<file path="src/rtl/sar_seq_pkg.sv">
`default_nettype none
// ============================================================================
//  Module   : sar_seq_pkg
//  Brief    : Shared types, widths and helpers for the SAR conversion sequencer
//  Revision : 1.0
// ============================================================================
package sar_seq_pkg;

  localparam int DATA_W       = 12;
  localparam int MAX_AVG_LOG2 = 4;
  localparam int ACC_W        = DATA_W + MAX_AVG_LOG2;
  localparam int AVG_W        = 3;

  typedef enum logic [1:0] {
    IDLE    = 2'd0,
    SAMPLE  = 2'd1,
    CONVERT = 2'd2,
    OUTPUT  = 2'd3
  } seq_state_t;

  // Requests beyond the supported averaging depth saturate at the maximum.
  function automatic logic [AVG_W-1:0] clamp_avg(input logic [AVG_W-1:0] req,
                                                 input int max_log2);
    if (int'(req) > max_log2) begin
      return AVG_W'(max_log2);
    end
    return req;
  endfunction

endpackage
`default_nettype wire

</file>
<file path="src/rtl/sar_seq_accum.sv">
`default_nettype none
// ============================================================================
//  Module   : sar_seq_accum
//  Brief    : Conversion accumulator, conversion counter and power-of-2 divide
//  Revision : 1.0
// ============================================================================
module sar_seq_accum #(
  parameter int DATA_W       = 12,
  parameter int MAX_AVG_LOG2 = 4,
  parameter int AVG_W        = 3
) (
  input  logic              clk,
  input  logic              rst_n,
  input  logic              clear,
  input  logic              add,
  input  logic [DATA_W-1:0] add_data,
  input  logic [AVG_W-1:0]  avg_log2,
  output logic              last_add,
  output logic [DATA_W-1:0] quotient
);

  localparam int ACC_W = DATA_W + MAX_AVG_LOG2;
  localparam int CNT_W = MAX_AVG_LOG2 + 1;

  logic [ACC_W-1:0] r_acc;
  logic [CNT_W-1:0] r_count;
  logic [CNT_W-1:0] w_target;

  assign w_target = CNT_W'(1) << avg_log2;

  // High when the conversion being added now completes the 2^avg_log2 set.
  assign last_add = (r_count + CNT_W'(1)) >= w_target;

  assign quotient = DATA_W'(r_acc >> avg_log2);

  always_ff @(posedge clk or negedge rst_n) begin
    if (!rst_n) begin
      r_acc   <= '0;
      r_count <= '0;
    end else if (clear) begin
      r_acc   <= '0;
      r_count <= '0;
    end else if (add) begin
      r_acc   <= r_acc + ACC_W'(add_data);
      r_count <= r_count + CNT_W'(1);
    end
  end

endmodule
`default_nettype wire

</file>
<file path="src/rtl/sar_conv_sequencer.sv">
`default_nettype none
// ============================================================================
//  Module   : sar_conv_sequencer
//  Brief    : Sample/convert sequencing, averaging and result handshake for SAR
//  Revision : 1.0
// ============================================================================
module sar_conv_sequencer #(
  parameter int DATA_W       = sar_seq_pkg::DATA_W,
  parameter int MAX_AVG_LOG2 = sar_seq_pkg::MAX_AVG_LOG2,
  parameter int SAMPLE_W     = 4,
  parameter int TIMEOUT_CYC  = 64
) (
  input  logic                clk,
  input  logic                rst_n,
  input  logic                start,
  input  logic                continuous,
  input  logic [SAMPLE_W-1:0] sample_len,
  input  logic [2:0]          avg_log2,
  input  logic                clr_status,
  input  logic                sar_done,
  input  logic [DATA_W-1:0]   sar_bits,
  output logic                sar_rst,
  output logic                sample_en,
  output logic [DATA_W-1:0]   result,
  output logic                result_valid,
  input  logic                result_ready,
  output logic                busy,
  output logic                trig_miss,
  output logic                timeout_err
);

  import sar_seq_pkg::*;

  localparam int                TMO_W      = $clog2(TIMEOUT_CYC + 1);
  localparam logic [TMO_W-1:0]  c_tmo_last = TMO_W'(TIMEOUT_CYC - 1);

  seq_state_t          r_state;
  logic [SAMPLE_W-1:0] r_sample_cnt;
  logic [SAMPLE_W-1:0] r_cfg_len;
  logic [AVG_W-1:0]    r_cfg_avg;
  logic                r_cfg_cont;
  logic [TMO_W-1:0]    r_tmo_cnt;
  logic                r_sar_rst;
  logic                r_sample_en;
  logic [DATA_W-1:0]   r_result;
  logic                r_result_valid;
  logic                r_busy;
  logic                r_trig_miss;
  logic                r_timeout_err;

  logic                w_accept;
  logic                w_handshake;
  logic                w_rearm;
  logic                w_acc_clear;
  logic                w_acc_add;
  logic                w_last_add;
  logic                w_trig_set;
  logic                w_tmo_set;
  logic [DATA_W-1:0]   w_quotient;

  assign w_accept    = (r_state == IDLE) && start;
  assign w_handshake = (r_state == OUTPUT) && r_result_valid && result_ready;
  assign w_rearm     = w_handshake && r_cfg_cont;
  assign w_acc_clear = w_accept || w_rearm;
  assign w_acc_add   = (r_state == CONVERT) && sar_done;
  assign w_trig_set  = start && (r_state != IDLE);
  assign w_tmo_set   = (r_state == CONVERT) && !sar_done && (r_tmo_cnt == c_tmo_last);

  sar_seq_accum #(
    .DATA_W       (DATA_W),
    .MAX_AVG_LOG2 (MAX_AVG_LOG2),
    .AVG_W        (AVG_W)
  ) u_accum (
    .clk      (clk),
    .rst_n    (rst_n),
    .clear    (w_acc_clear),
    .add      (w_acc_add),
    .add_data (sar_bits),
    .avg_log2 (r_cfg_avg),
    .last_add (w_last_add),
    .quotient (w_quotient)
  );

  always_ff @(posedge clk or negedge rst_n) begin
    if (!rst_n) begin
      r_state        <= IDLE;
      r_sample_cnt   <= '0;
      r_cfg_len      <= '0;
      r_cfg_avg      <= '0;
      r_cfg_cont     <= 1'b0;
      r_tmo_cnt      <= '0;
      r_sar_rst      <= 1'b1;
      r_sample_en    <= 1'b0;
      r_result       <= '0;
      r_result_valid <= 1'b0;
      r_busy         <= 1'b0;
      r_trig_miss    <= 1'b0;
      r_timeout_err  <= 1'b0;
    end else begin
      // Sticky flags: a set event in the same cycle as clr_status wins.
      r_trig_miss   <= (r_trig_miss & ~clr_status) | w_trig_set;
      r_timeout_err <= (r_timeout_err & ~clr_status) | w_tmo_set;

      case (r_state)
        IDLE: begin
          if (start) begin
            r_state      <= SAMPLE;
            r_cfg_len    <= sample_len;
            r_cfg_avg    <= clamp_avg(avg_log2, MAX_AVG_LOG2);
            r_cfg_cont   <= continuous;
            r_sample_cnt <= '0;
            r_sample_en  <= 1'b1;
            r_busy       <= 1'b1;
          end
        end

        SAMPLE: begin
          if (r_sample_cnt == r_cfg_len) begin
            r_state     <= CONVERT;
            r_sample_en <= 1'b0;
            r_sar_rst   <= 1'b0;
            r_tmo_cnt   <= '0;
          end else begin
            r_sample_cnt <= r_sample_cnt + SAMPLE_W'(1);
          end
        end

        CONVERT: begin
          if (sar_done) begin
            r_sar_rst <= 1'b1;
            if (w_last_add) begin
              r_state <= OUTPUT;
            end else begin
              r_state      <= SAMPLE;
              r_sample_cnt <= '0;
              r_sample_en  <= 1'b1;
            end
          end else if (r_tmo_cnt == c_tmo_last) begin
            r_state   <= IDLE;
            r_sar_rst <= 1'b1;
            r_busy    <= 1'b0;
          end else begin
            r_tmo_cnt <= r_tmo_cnt + TMO_W'(1);
          end
        end

        OUTPUT: begin
          // First OUTPUT cycle loads the divided sum; valid follows one clock after entry.
          if (!r_result_valid) begin
            r_result       <= w_quotient;
            r_result_valid <= 1'b1;
          end else if (result_ready) begin
            r_result_valid <= 1'b0;
            if (r_cfg_cont) begin
              r_state      <= SAMPLE;
              r_cfg_len    <= sample_len;
              r_cfg_avg    <= clamp_avg(avg_log2, MAX_AVG_LOG2);
              r_cfg_cont   <= continuous;
              r_sample_cnt <= '0;
              r_sample_en  <= 1'b1;
            end else begin
              r_state <= IDLE;
              r_busy  <= 1'b0;
            end
          end
        end

        default: begin
          r_state <= IDLE;
        end
      endcase
    end
  end

  assign sar_rst      = r_sar_rst;
  assign sample_en    = r_sample_en;
  assign result       = r_result;
  assign result_valid = r_result_valid;
  assign busy         = r_busy;
  assign trig_miss    = r_trig_miss;
  assign timeout_err  = r_timeout_err;

endmodule
`default_nettype wire
</file>
<file path="config.mk">
export PLATFORM = sky130hd
export DESIGN_NAME = sar_conv_sequencer
export DESIGN_NICKNAME = d
export VERILOG_FILES = /design/src/rtl/sar_seq_pkg.sv /design/src/rtl/sar_seq_accum.sv /design/src/rtl/sar_conv_sequencer.sv
export SDC_FILE = /design/constraint.sdc
export NUM_CORES = 1
export LEC_CHECK = 0
export CAP_MARGIN = 20
export CORE_MARGIN = 5
export CORE_UTILIZATION = 35
export DETAILED_ROUTE_END_ITERATION = 12
export MAX_ROUTING_LAYER = met4
export PLACE_DENSITY = 0.51
export SLEW_MARGIN = 40
export SYNTH_ARGS = -nofsm -noshare
export SYNTH_HDL_FRONTEND = slang
export SYNTH_HIERARCHICAL = 1
export SYNTH_SLANG_ARGS = --single-unit
export TNS_END_PERCENT = 10
</file>
<file path="constraint.sdc">
create_clock -name clk -period 6.9 [get_ports clk]
set_clock_uncertainty 0.05 [all_clocks]
set_input_delay 0.69 -clock clk [delete_from_list [all_inputs] [get_ports clk]]
set_output_delay 0.69 -clock clk [all_outputs]
set_load 0.1 [all_outputs]
</file>
==> qor.csv <==
stage,metric,value,unit
critical_path,crit path kind,register to register,
logic_synthesis,"EDFF count, synth",0,
logic_synthesis,top_reg_cell synth,dfrtp_1,
clocking,CTS tree,yes,
logic_synthesis,mux cell area share after synthesis,13.57,%
clocking,"Reg clk slew, reported paths",0.05,ns
clocking,Clock Path Buffers,2,
final_layout,Final nets,510,
final_layout,final std cells w/o fill,607,
clocking,clock insertion delay at the later pin of the skew report,0.33,ns
critical_path,CP max-delay cell,dfrtp_1,
sta,final hold slack,0.3780,ns
final_layout,fill cell count,1132,
clocking,post-CTS setup buffer count,0,
sta,Peak Freq,296.9,MHz
placed_design,port buffer count,43,
power,Flop pwr share,26.6,%
drt,DRT iter0 DRCs,228,
power,P_sw,1.215,mW
placed_design,Post-DP HPWL,6961,um
critical_path,WP data required,7.04,ns
final_layout,Register Area,1504,sq um
clocking,htree depth,3,
job,Max Cap Violations,0,
floorplan,Die W,118.1,um
outcome,outcome,"complete, no violations",
floorplan,Core ar.,11420,sq um
drt,Via density,5.252,
critical_path,Critical Path Start Type,register,
floorplan,# IOs,44,
power,clock share of power,17.1,%
logic_synthesis,largest family of logic cells by synthesized area,compound AO/OA/AOI/OAI gates,
critical_path,CP Data Arrival Time,3.51,ns
critical_path,crit-path most repeated cell,o21ai_0,
global_route,gr usage total,14.70,%
logic_synthesis,Yosys cell types,63,
global_route,initial antenna violation count,0,
floorplan,Starting Density,35.84,%
logic_synthesis,fraction of registers with async set/reset,100.0,%
power,Lkg Pwr,2.198,nW
drt,Post-Route WL,9569,um
placed_design,Placed Instance Area,4558,sq um
placed_design,placed cells,591,
drt,drt drc,0,
critical_path,Reg2Reg Depth,12,
sta,unrepaired setup endpoints after global routing,false,
global_route,vias in the first global route,3238,
hold_path,worst hold path type,primary input to asynchronous set/reset pin,
critical_path,R2R setup slack,3.53,ns
placed_design,pre-CTS setup slack,3.559,ns
sta,relative slew slack,52.50,%
final_layout,layout cell share with drive strength beyond 1,17.03,%
global_route,first-pass GRT wire length,16660,um
drt,Routed Antenna Nets,0,
final_layout,Antenna diodes,0,
sta,Setup TNS,0,ns
power,switching part of the total,48.90,%
final_layout,Multi-input gate area,2459,sq um
sta,endpoints failing setup,0,
floorplan,row cnt,39,
power,Gate power share,56.3,%
logic_synthesis,Yosys warning count,6,
final_layout,design area,4852,sq um
sta,Worst Max-Slew Pin Slew,0.7094,ns
sta,period utilization,48.82,%
clocking,Root Driver,clkbuf_16,
logic_synthesis,Syn Inst Count,418,
drt,TritonRoute pass-1 iters,4,
final_layout,most frequent cells in the layout,"dfrtp_1 (58), nor2_1 (35), nand2_1 (33)",
drt,via count of the routed design,3188,
global_route,largest net degree at the start of global routing,61,
clocking,cts bufs inserted,9,
logic_synthesis,synthesized flop and latch total,60,
logic_synthesis,sequential area share after synthesis,36.72,%
critical_path,Crit path largest cell delay,0.71,ns
critical_path,Crit Reg-Reg Endpoint,sample_en,
placed_design,GP Congestion,0.8239,
floorplan,die height,118.1,um
logic_synthesis,"Avg Cell Area, Syn",9.791,sq um
logic_synthesis,complex-gate fraction of the synthesized area,17.98,%
critical_path,crit path capture type,register,
sta,Hold Fails Final Rpt,0,
clocking,# resized after CTS,0,
clocking,post-cts hold buffer count,0,
logic_synthesis,Post-Synth Adder-Cell Area,7.826,%
critical_path,reg-to-reg startpoint,r_cfg_avg[0],
power,PD cells,512.1,nW/um^2
sta,min cycle time layout,3.368,ns
final_layout,"Area growth, synth to finish",18.56,%
logic_synthesis,Mapped Area,4093,sq um
final_layout,"most common cell after layout, fill and taps aside",dfrtp_1,
logic_synthesis,Post-Synth XOR/XNOR Area,5.656,%
clocking,# clock sinks,60,
sta,max-slew violation count,0,
power,maximum VDD drop,0.0002587,V
logic_synthesis,Synth Area in Simple Gates,14.98,%
sta,PnR worst setup slack,3.532,ns
logic_synthesis,Synth Net Count,469,
critical_path,crit-path max FO,18,
critical_path,CP Cell Sequence,inv_1 > or3_1 > ha_1 > a21o_1 > a21oi_1 > nor2b_1 > o21ai_0 > nand2b_1 > nand2b_1 > a221o_1 > o21ai_0 > o21ai_0,
drt,Avg WL per Cell,15.76,um
power,Pint,1.270,mW
global_route,total grt overflow,0,
floorplan,Die ar.,13960,sq um
## power by group through the flow
stage	Combinational, mW	Sequential [mW]	Clock (mW)
floorplan	0.888	0.887	0
global placement	1.43	0.664	0
detailed placement	1.40	0.665	0
CTS	1.41	0.661	0.437
global route	1.54	0.684	0.453
finish	1.40	0.662	0.424
## cell type report
class	count	area share, %
clock inverters	5	0.7478
multi-input cells	326	50.67
flip-flops and latches	60	31.00
inverters	16	1.238
well taps	143	3.687
clock buffers	11	5.209
repair buffers	46	7.452
## logic make-up after synthesis
group / after synthesis
fa+ha+maj: 25
compound gates: 102
xor+xnor: 23
flops: 60
buf+inv: 32
mux: 50
simple gates: 126
## cells in the mapped netlist (all sizes together), types with 2 or more instances
| library cell | instances | share of area [%] |
|---|---|---|
| a21o | 14 | 2.6 |
| a21oi | 19 | 2.4 |
| o21ai | 25 | 3.1 |
| a211oi | 3 | 0.98 |
| nand3 | 12 | 1.5 |
| mux4 | 2 | 1.1 |
| ha | 24 | 7.3 |
| nor4 | 3 | 0.46 |
| clkbuf | 8 | 0.73 |
| and3 | 5 | 0.76 |
| xnor2 | 15 | 3.9 |
| and2 | 2 | 0.31 |
| nand4b | 2 | 0.43 |
| nand2 | 33 | 3.0 |
| o21bai | 5 | 0.92 |
| o22ai | 3 | 0.46 |
| nand2b | 6 | 0.92 |
| or3 | 3 | 0.46 |
| xor2 | 8 | 1.7 |
| nor2 | 35 | 3.2 |
| inv | 16 | 1.5 |
| a221oi | 2 | 0.58 |
| mux2i | 24 | 5.9 |
| o31ai | 2 | 0.37 |
| a31oi | 4 | 0.61 |
| nand3b | 5 | 0.92 |
| nor3 | 5 | 0.61 |
| a22o | 2 | 0.43 |
| buf | 8 | 1.1 |
| nand4 | 6 | 0.92 |
| dfrtp | 59 | 36 |
| o221ai | 3 | 0.64 |
| a211o | 3 | 0.64 |
| o21a | 3 | 0.55 |
| mux2 | 24 | 6.6 |
| nor2b | 6 | 0.92 |
## worst max-delay path, delay by kind of cell, from the launching register on
kind / cells / cell delay (ns)
DFF: 1 / 0.71
buffers and inverters: 1 / 0.36
AOI/OAI and AO/OA: 6 / 1.11
adders and majority gates: 1 / 0.27
and+or+nand+nor: 4 / 0.74
## per-layer routing
| metal | vias up | GRT usage (%) | share of wire (%) |
|---|---|---|---|
| met5 | - | - | 0 |
| met4 | 0 | 4.946 | 1.3 |
| met3 | 11 | 2.531 | 3.4 |
| met2 | 53 | 20.46 | 42 |
| met1 | 1510 | 21.51 | 53 |
| li1 | 1614 | - | - |
## per-stage QoR
stage / total power, mW / utilization, %
after floorplan: 1.775 / -
after global placement: 2.099 / 40.69
after detailed placement: 2.068 / 39.92
after CTS: 2.506 / 42.45
after global routing: 2.678 / 42.49
final: 2.485 / 42.49
## sequential cells by signal, summed over array words and instances (netlist names), 2 cells and up
signal and count:
r_cfg_avg 3, r_cfg_len 4, r_sample_cnt 4, r_state 2
r_tmo_cnt 7, result 12, u_accum/r_acc 16, u_accum/r_count 5
## worst max path at each step
stage | startpoint | to | cells past startpoint
after global routing | r_cfg_avg[0] | r_sample_cnt[0] | 12
after global placement | r_cfg_avg[0] | sample_en | 12
final | r_cfg_avg[0] | sample_en | 12
after floorplan | r_cfg_avg[0] | sample_en | 14
after detailed placement | r_cfg_avg[0] | sample_en | 12
after CTS | r_cfg_avg[0] | r_sample_cnt[0] | 12
(Power assumes the default switching activity.)
==> RTL edit 1: new RTL, same settings <==
Change the parameter `SAMPLE_W` from 4 to 5.
--- a/src/rtl/sar_conv_sequencer.sv
+++ b/src/rtl/sar_conv_sequencer.sv
@@ -8,5 +8,5 @@
   parameter int DATA_W       = sar_seq_pkg::DATA_W,
   parameter int MAX_AVG_LOG2 = sar_seq_pkg::MAX_AVG_LOG2,
-  parameter int SAMPLE_W     = 4,
+  parameter int SAMPLE_W     = 5,
   parameter int TIMEOUT_CYC  = 64
 ) (
Ports: changed (resized sample_len); port bits go from 44 to 45. No check against the original RTL was run, so the function may have changed too.
==> RTL edit 1 against the original RTL <==
- final area grew 2.6%
- worst setup slack got worse by 0.14 ns
- cell count rose by 3.0%
- clock power decreased by 3%
- count of clock-buffer cells in the layout up 1
- routed wire length increased by 4.7%
- total power decreased by 2.3%
- via count up 3.4%
- sequential cell count increased by 2
- non-clock buffer count did not move
- synthesized area is 4.4% higher
- critical path type unchanged
- critical endpoint is now r_sample_cnt[2]
- largest power group unchanged
==> RTL edit 1: results (changes against the original RTL) <==
| Metric | Value |
|---|---|
| Max incr delay on CP | `0.69 ns (-0.02 ns)` |
| Max IR drop VDD | `0.000225 V (-13%)` |
| Mapped Nets | `490 (+4.5%)` |
| Placed Instance Area | `4710 um2 (+3.3%)` |
| Port buffer count | `44 (+2.3%)` |
| Status | `finished clean` |
| Reg clk slew, reported paths | `0.06 ns` |
| Seq/Total Area, Yosys | `0.363 (-0.00388)` |
| Placer congestion estimate | `0.837 (+1.6%)` |
| Worst Tran Pin Value | `0.653 ns (-0.0563 ns)` |
| Max clock buf depth | `2 (unchanged)` |
| Largest net degree at the start of global routing | `63 (+3.3%)` |
| First-pass GRT wire length | `16900 um (+1.4%)` |
| Delay-heaviest family, CP | `simple AND/OR/NAND/NOR gates` |
| Post-detail-place hpwl | `7210 um (+3.5%)` |
| Synth cell count leaders | `dfrtp_1, nor2_1, nand2_1` |
| Tot GR Track Use | `0.147 (about the same)` |
| WL per Instance | `16.0 um (+1.6%)` |
| Post-synth cell types | `71 (+13%)` |
| Vias in the first global route | `3287 (+1.5%)` |
| Synthesized area per cell | `9.78 um2 (-0.11%)` |
| Period utilisation layout | `0.508 (+0.0196)` |
| Fin cells | `625 (+3.0%)` |
| Dpl cells | `609 (+3.0%)` |
| R2r endpoint | `r_sample_cnt[2]` |
| Hold slack final | `0.383 ns (+0.00481 ns)` |
| Root Buffer | `clkbuf_16` |
| Most flops, register | `u_accum/r_acc` |
| Share of cells above drive strength 1 | `0.142 (-0.0280)` |
| Synth area leaders | `dfrtp_1, ha_1, mux2i_1` |
| Drt first-iter violations | `186 (-18%)` |
| Vias per cell | `5.28 (+0.44%)` |
| Fin nets | `526 (+3.1%)` |
RTL edit 1: cell types whose count changed in the layout (fill, tap and decap cells not counted), moves of 3 or more:
cell     unedited run  this run
o21ai_0            22        14
mux2_2             24         9
a41oi_1             0         3
a21o_1             14        10
a21oi_1            18        21
o21ai_1             3         8
nand2_1            33        26
mux2_1              0        16
xnor2_1            11        16
nand2_2             0         3
xnor2_2             4         0
RTL edit 1: kinds of logic after synthesis:
kind of cell,after synthesis,synth area share
and+or+nand+nor,129,0.156
AOI/OAI and AO/OA,107,0.179
DFF,62,0.363
muxes,51,0.133
buffers and inverters,38,0.0424
adders and majority gates,26,0.0779
xor gates and xnor gates,24,0.0492
RTL edit 1: final cells by class:
class                           instances  area (um2)
Inverter                               17        63.8
Clock buffer                           12         246
Multi-Input combinational cell        337        2540
Clock inverter                          4        22.5
Fill cell                            1178        7030
Tap cell                              147         184
Sequential cell                        62        1550
Timing Repair Buffer                   46         364
RTL edit 1: worst max path at each step:
stage / cells after the start / to
2_1_floorplan: 15 / r_sample_cnt[4]
3_3_place_gp: 12 / r_sample_cnt[2]
3_5_place_dp: 12 / r_sample_cnt[2]
4_1_cts: 12 / r_sample_cnt[2]
5_1_grt: 12 / r_sample_cnt[2]
6_report: 12 / r_sample_cnt[2]
RTL edit 1: routing by layer:
metal  vias to the layer above  part of all wire  routed length, um  global-route usage
met1                      1561              0.54               5390               0.217
li1                       1666                 -                  -                   -
met3                         6             0.037                373              0.0318
met5                         -                 0                  0                   -
met4                         0            0.0066                 66              0.0276
met2                        64              0.42               4180               0.209
RTL edit 1: where the power goes:
group / switching (mW) / internal, mW
combinational: 0.876 / 0.484
clock: 0.161 / 0.251
sequential: 0.163 / 0.493
==> RTL edit 2: new RTL, same flow settings <==
Made on the original files. The 4 states of `seq_state_t` get a one-hot encoding in 4 bits.
--- a/src/rtl/sar_seq_pkg.sv
+++ b/src/rtl/sar_seq_pkg.sv
@@ -12,9 +12,9 @@
   localparam int AVG_W        = 3;
 
-  typedef enum logic [1:0] {
-    IDLE    = 2'd0,
-    SAMPLE  = 2'd1,
-    CONVERT = 2'd2,
-    OUTPUT  = 2'd3
+  typedef enum logic [3:0] {
+    IDLE    = 4'b0001,
+    SAMPLE  = 4'b0010,
+    CONVERT = 4'b0100,
+    OUTPUT  = 4'b1000
   } seq_state_t;
 
Function: same outputs for any inputs over 4 cycles, from zero or initial values and one cycle with rst_n low; so few cycles prove little.
==> RTL edit 2 against the original RTL <==
- routed wire length is 1.9% lower
- synthesized area is 2.5% lower
- fmax is 3.6% higher
- final area is 1.7% lower
- highest routed layer unchanged
- synthesized cell count is 2.4% lower
- worst setup slack better by 0.12 ns
- sequential cell count is 2 higher
- largest cell class unchanged
Power is not compared: it rests on default switching activity, and its combinational part moved more than twofold at a synthesized area within 25%.
==> RTL edit 2: results (changes against the original RTL) <==
| Metric | Value |
|---|---|
| Status | `finished clean` |
| Rel. slew slack | `0.451 (-0.0738)` |
| CTS Buf Count | `9 (unchanged)` |
| Fin nets | `497 (-2.5%)` |
| M1 wire length | `4430 um (-13%)` |
| Synth cell count leaders | `dfrtp_1, nor2_1, nand2_1` |
| Most flops, register | `u_accum/r_acc` |
| Seq/Total Area, Yosys | `0.389 (+0.0222)` |
| Post-cts sizing count | `0 (unchanged)` |
| Mapped Nets | `455 (-3.0%)` |
| Dpl ws | `3.65 ns (+0.0945 ns)` |
| Uppermost routed layer | `met4` |
| Root Buffer | `clkbuf_16` |
| Placer congestion estimate | `0.808 (-2.0%)` |
| Yosys warnings | `6 (unchanged)` |
| First-pass iteration count of the detailed router | `4 (unchanged)` |
| Synthesized area per cell | `9.78 um2 (about the same)` |
| Fin cells | `598 (-1.5%)` |
| Vias in the first global route | `3233 (-0.15%)` |
| Diodes inserted | `0 (unchanged)` |
| Met3 WL | `374 um (+15%)` |
| WL per Instance | `15.7 um (-0.46%)` |
| Dpl cells | `582 (-1.5%)` |
| Port buffer count | `43 (unchanged)` |
| Share of cells above drive strength 1 | `0.176 (+0.00557)` |
| Post-detail-place hpwl | `6870 um (-1.3%)` |
| Leakage power total | `2.20 nW` |
| Worst-path fanout max | `18 (unchanged)` |
| Clk_lat worst skew | `0.33 ns (about the same)` |
| Hold Path Class | `in2async` |
| WP data arrival | `3.45 ns (-0.06 ns)` |
| Number of post-CTS setup repair buffers | `0 (unchanged)` |
| Reg clk slew, reported paths | `0.05 ns (about the same)` |
| Tot GR Track Use | `0.154 (+0.00706)` |
| Synth area leaders | `dfrtp_1, mux2_2, ha_1` |
| Largest register FFs | `16 (unchanged)` |
| Setup TNS | `0 ns (unchanged)` |
| Via Count | `3138 (-1.6%)` |
| Largest net degree at the start of global routing | `63 (+3.3%)` |
| Max IR drop VDD | `0.000144 V` |
| Placed Instance Area | `4460 um2 (-2.1%)` |
| Htree depth | `3 (unchanged)` |
| Filler instances | `1140 (+0.71%)` |
| Initial antenna violation count | `0 (unchanged)` |
| First-pass GRT wire length | `16100 um (-3.2%)` |
| Drt first-iter violations | `193 (-15%)` |
| Synth async-reset ratio | `1.00 (unchanged)` |
| Post-synth cell types | `61 (-3.2%)` |
| DR WL met2 | `4430 um (+11%)` |
| Max clock buf depth | `2 (unchanged)` |
[RTL edit 2: layout make-up]
| type | count | area, um2 | share of cell area |
|---|---|---|---|
| sequential | 62 | 1560 | 0.326 |
| tap | 143 | 179 | 0.0375 |
| clock inverter | 3 | 42.5 | 0.00892 |
| multi-input combinational | 314 | 2310 | 0.485 |
| clock buffer | 13 | 260 | 0.0546 |
| inverter | 18 | 67.6 | 0.0142 |
| timing repair buffer | 45 | 354 | 0.0742 |
[RTL edit 2: final timing paths]
kind | slack, ns | startpoint | end | cells after the start
worst max-delay path | 3.65 | r_cfg_avg[0] | r_sample_cnt[1] | 11
worst min-delay path | 0.39 | rst_n | r_tmo_cnt[3] | 2
worst max register to register | 3.65 | r_cfg_avg[0] | r_sample_cnt[1] | 11
worst min register to register | 0.41 | sar_rst | sar_rst | 2
max in group asynchronous | 5.99 | rst_n | r_cfg_avg[1] | 2
min in group clk | 0.41 | sar_rst | sar_rst | 2
[RTL edit 2: logic make-up after synthesis]
family	Yosys count	share of synthesized area
xor gates and xnor gates	25	0.0549
AOI/OAI and AO/OA	97	0.165
muxes	49	0.136
buffers and inverters	32	0.0339
and+or+nand+nor	122	0.153
adders and majority gates	21	0.0677
DFF	62	0.389
[RTL edit 2: worst max-delay path, stage by stage, from the launching register on]
cell      delay [ns]
dfrtp_1         0.68
inv_1           0.35
or3_1           0.42
ha_1            0.28
a21o_1          0.15
a21oi_1         0.14
nor2b_1         0.05
o21ai_0         0.15
nand2b_1        0.10
a221o_2         0.40
a21oi_4         0.18
mux2i_1         0.20
[RTL edit 2: metal layers]
layer | track usage | up-vias
met5 | - | -
met4 | 0.0398 | 0
met3 | 0.0406 | 14
met2 | 0.251 | 53
met1 | 0.191 | 1513
li1 | - | 1558
[RTL edit 2: report_power, final]
part           switching (mW)  total (mW)  internal, mW
registers               0.118       0.555         0.437
logic                   0.351       0.587         0.236
clock network           0.167       0.466         0.299
total                   0.636        1.61         0.973
